==> src/rtl/reg_to_apb.sv <==
`timescale 1ns/1ps
// reg_to_apb: register-bus responder driving an APB4 requester.
// One transfer at a time: SETUP, ACCESS, then a one-cycle response.
module reg_to_apb #(
  parameter int ADDR_WIDTH     = 32,
  parameter int DATA_WIDTH     = 32,
  parameter int TIMEOUT_CYCLES = 0,
  localparam int STRB_WIDTH    = DATA_WIDTH / 8
) (
  input  logic                  clk_i,
  input  logic                  rst_ni,
  input  logic [ADDR_WIDTH-1:0] reg_addr_i,
  input  logic                  reg_write_i,
  input  logic [DATA_WIDTH-1:0] reg_wdata_i,
  input  logic [STRB_WIDTH-1:0] reg_wstrb_i,
  input  logic                  reg_valid_i,
  output logic [DATA_WIDTH-1:0] reg_rdata_o,
  output logic                  reg_error_o,
  output logic                  reg_ready_o,
  output logic [ADDR_WIDTH-1:0] paddr_o,
  output logic [2:0]            pprot_o,
  output logic                  psel_o,
  output logic                  penable_o,
  output logic                  pwrite_o,
  output logic [DATA_WIDTH-1:0] pwdata_o,
  output logic [STRB_WIDTH-1:0] pstrb_o,
  input  logic [DATA_WIDTH-1:0] prdata_i,
  input  logic                  pready_i,
  input  logic                  pslverr_i
);

  localparam logic [1:0] IDLE   = 2'd0;
  localparam logic [1:0] SETUP  = 2'd1;
  localparam logic [1:0] ACCESS = 2'd2;
  localparam logic [1:0] RESP   = 2'd3;

  localparam bit WDOG = TIMEOUT_CYCLES > 0;
  localparam int CW =
    (TIMEOUT_CYCLES > 1) ? $clog2(TIMEOUT_CYCLES) : 1;
  localparam int LAST_I = WDOG ? TIMEOUT_CYCLES - 1 : 0;
  localparam logic [CW-1:0] LAST = CW'(LAST_I);

  logic [1:0]            state;
  logic [ADDR_WIDTH-1:0] addr_q;
  logic                  write_q;
  logic [DATA_WIDTH-1:0] wdata_q;
  logic [STRB_WIDTH-1:0] strb_q;
  logic [DATA_WIDTH-1:0] rdata_q;
  logic                  err_q;
  logic [CW-1:0]         cnt;
  logic                  timeout;

  // cnt holds the number of ACCESS cycles already spent without pready
  assign timeout = WDOG && (cnt == LAST);

  // Transfer sequencing, request capture, response capture, watchdog
  always_ff @(posedge clk_i or negedge rst_ni) begin
    if (!rst_ni) begin
      state   <= IDLE;
      addr_q  <= '0;
      write_q <= 1'b0;
      wdata_q <= '0;
      strb_q  <= '0;
      rdata_q <= '0;
      err_q   <= 1'b0;
      cnt     <= '0;
    end else begin
      unique case (state)
        IDLE: begin
          if (reg_valid_i) begin
            addr_q  <= reg_addr_i;
            write_q <= reg_write_i;
            wdata_q <= reg_wdata_i;
            strb_q  <= reg_wstrb_i;
            rdata_q <= '0;
            err_q   <= 1'b0;
            cnt     <= '0;
            state   <= SETUP;
          end
        end
        SETUP: begin
          state <= ACCESS;
        end
        ACCESS: begin
          if (pready_i) begin
            rdata_q <= write_q ? '0 : prdata_i;
            err_q   <= pslverr_i;
            state   <= RESP;
          end else if (timeout) begin
            rdata_q <= '0;
            err_q   <= 1'b1;
            state   <= RESP;
          end else begin
            cnt <= cnt + 1'b1;
          end
        end
        RESP: begin
          state <= IDLE;
        end
        default: begin
          state <= IDLE;
        end
      endcase
    end
  end

  assign psel_o      = (state == SETUP) || (state == ACCESS);
  assign penable_o   = (state == ACCESS);
  assign pprot_o     = 3'b000;
  assign paddr_o     = addr_q;
  assign pwrite_o    = write_q;
  assign pwdata_o    = wdata_q;
  assign pstrb_o     = write_q ? strb_q : '0;

  assign reg_ready_o = (state == RESP);
  assign reg_rdata_o = reg_ready_o ? rdata_q : '0;
  assign reg_error_o = reg_ready_o & err_q;

endmodule

==> config.mk <==
export PLATFORM = sky130hd
export DESIGN_NAME = reg_to_apb
export DESIGN_NICKNAME = d
export VERILOG_FILES = /design/src/rtl/reg_to_apb.sv
export SDC_FILE = /design/constraint.sdc
export NUM_CORES = 1
export LEC_CHECK = 0
export ABC_AREA = 1
export CAP_MARGIN = 20
export CORE_ASPECT_RATIO = 0.5
export CORE_MARGIN = 10
export CORE_UTILIZATION = 45
export CTS_CLUSTER_DIAMETER = 150
export DETAILED_ROUTE_END_ITERATION = 10
export GPL_ROUTABILITY_DRIVEN = 0
export GPL_TIMING_DRIVEN = 0
export PLACE_DENSITY = 0.81
export SYNTH_ARGS = -nofsm -noshare
export SYNTH_HDL_FRONTEND = slang
export SYNTH_SLANG_ARGS = --single-unit
export TNS_END_PERCENT = 20
==> constraint.sdc <==
create_clock -name clk_i -period 2.6 [get_ports clk_i]
set_input_delay 0.26 -clock clk_i [delete_from_list [all_inputs] [get_ports clk_i]]
set_output_delay 0.26 -clock clk_i [all_outputs]
set_load 0.02 [all_outputs]
==> impl_results.md <==
* Status: finished clean
* Drt total wl at 14.82 mm
* First-pass GRT wire length at 23.55 mm
* Wirelength per Cell at 15.07 um
* CP arrival at 2.10 ns
* Startpoint class of the critical path: register
* Final min period at 2.358 ns
* Non-Filler Instances at 984
* CTS root buffer: clkbuf_16
* Post-CTS Hold Fix Bufs at 0
* Final worst slack at 0.2419 ns
* Initial antenna violation count at 0
* Vias in the first global route at 4550
* P per Cell Area at 1083 mW/mm^2
* Share of layout cells above drive strength 1 at 0.05924
* Worst vdd ir at 607.1 uV
* Power Total at 8.009 mW
* Area contributors post-synth: dfrtp_1 (54%), nand2_1 (19%), nand3_1 (11%)
* Commonest cells after routing, fill and taps aside: nand2_1 (249), clkdlybuf4s50_1 (208), dfrtp_1 (104), nand3_1 (101), inv_1 (74)
* Pre-antenna DRT Iters at 4
* RSZ-0062 raised after global routing: no
* Post-Synth XOR/XNOR Area at 0
* Worst min-delay path class: input port to async pin
* Final hold violation count at 0
* DP Worst Slack at 0.3079 ns
* Synth Instances at 617
* Reg area at 0.002603 sq mm
* Period utilization at 0.9070
* Via/cell ratio at 4.671
* IO Port Bufs at 209
* Initial core utilization at 0.4654
* Post-synthesis simple-gate area fraction at 0.3352
* Cts bufs inserted at 9
* Clock buffer depth at 2
* Area grow syn2layout at 54.01%
* Multi-input gate area at 0.001693 sq mm
* Yosys cell types at 17
* Slew Limit Fails at 0
* Critical Path RT at 2.34 ns
* Antenna Nets Post-Route at 0
* Layout Skew at 0.008641 ns
* Die width at 166.1 um
* Area share of fa/ha/maj cells after synthesis at 0.01303
* Post-synthesis instance area at 0.004800 sq mm
* Part of the Yosys area used for sequential elements at 0.5422
* Avg Inst Size Synth at 7.779 sq um
* Total negative slack at 0 ns
* CTS tree: built
* Max Freq at 424.1 MHz
* Largest net degree at the start of global routing at 66
* I/O pins at 214
* Max-Cap Viols at 0
* Post-layout util at 0.7168
* Multiplexer share of the synthesized area at 0
* Initial DRC count at 231
* Vias at 4596
* Setup Fix Bufs, Post-CTS at 0
* Core area at 0.01031 sq mm
* CTS H-tree depth at 3
* GRT Total Usage at 0.1832
* Worst-path maximum fanout at 10
* Antenna diode count at 0
* Total Nets Final at 950
* Setup CP Type: register to primary output
* Syn. warnings at 0
* HPWL after DPL at 11.39 mm
* Synth Area in Compound Gates at 0.002086
* Clock insertion delay at the later pin of the skew report at 0.34 ns
* Die H at 93.03 um
* Area share of the largest cell type after synthesis at 0.5422
* GRT overflow at 0
* Tightest Pin Transition at 0.8336 ns
* Placement Rows at 26
* CTS clock-pin slew for the worst setup and hold paths at 0.08 ns
* Post-Place Cells at 969
* CP Capture Type: primary output
* # DRC at 0
* Die area at 0.01545 sq mm
* Endpoints failing setup at 0
* Synth area leader: dfrtp_1
* Largest family of logic cells by synthesized area: simple AND/OR/NAND/NOR gates
* Max_slew headroom at 0.4443
* CTS sink count at 104
* Leak at 4.017 nW
* Filler cell count at 808
* Seq cells post-synth at 104
* Most common cell after layout, fill and taps aside: nand2_1
## state kept, by name, summed over array words and instances (netlist names)
signal / cells
strb_q: 4
pwdata_o: 32
rdata_q: 32
state: 2
pwrite_o: 1
err_q: 1
paddr_o: 32
## cells by family after synthesis
group / count (synthesis)
and+or+nand+nor: 388
adders and majority gates: 5
buffers and inverters: 117
DFF: 104
other: 1
AOI/OAI and AO/OA: 2
## synth_stat cells
library cell and instances:
ha_1 5, nand2_4 3, inv_1 74, inv_2 1, a21oi_1 1, nand3b_1 1, conb_1 1, buf_4 9
o21ai_0 1, buf_1 3, buf_2 13, clkbuf_1 14, nand2_1 249, nand3_1 101, dfrtp_1 104, buf_6 3
nor2_1 34
## layout make-up
class,count,area share
well taps,140,0.02370
repair buffers,210,0.2854
clock buffers,10,0.03233
plain buffers,41,0.03216
clock inverters,6,0.007278
inverters,75,0.03808
multi-input cells,398,0.2290
flip-flops and latches,104,0.3521
## worst max-delay path, cell delays in order, from the launching register on
cell	delay, ns
dfrtp_1	0.41
ha_1	0.32
clkbuf_4	0.27
nand2_1	0.07
inv_1	0.06
clkdlybuf4s50_1	0.63
## per-layer routing
metal  vias up  global-route usage  part of all wire
li1       2302                   -                 -
met1      2167              0.2038              0.40
met2       117              0.3471              0.54
met3        10             0.05138             0.056
met4         0             0.03592            0.0080
met5         -                   0                 0
## worst paths after layout
check                        startpoint              end  slack, ns  cells past startpoint
max in group asynchronous        rst_ni       rdata_q[0]       1.87                      2
hold / removal                   rst_ni     pwdata_o[19]       0.02                      1
setup / recovery               state[1]  reg_rdata_o[19]       0.24                      5
setup reg to reg               state[0]      rdata_q[23]       0.98                      9
min in group clk_i          reg_valid_i         state[1]       0.34                      5
hold reg to reg            pwdata_o[10]     pwdata_o[10]       0.47                      2
## per-stage QoR
stage | instance area, sq um | hold slack (ns)
2_1_floorplan | 4807 | -0.03559
3_3_place_gp | 7074 | 0.4533
3_5_place_dp | 7092 | 0.4226
4_1_cts | 7388 | 0.05202
5_1_grt | 7392 | 0.07649
6_report | 7392 | 0.02427
## report_power, final
part / switching (mW) / internal (mW)
registers: 0.370 / 2.30
logic: 2.33 / 1.71
clock network: 0.618 / 0.689
total: 3.32 / 4.69
## what timing repair did
item | 4_1_cts | 5_1_grt
setup endpoints to repair | 30 | 30
pin swaps | 0 | 0
resized for setup | 3 | 6
No activity file was read; power rests on OpenSTA's default activity.
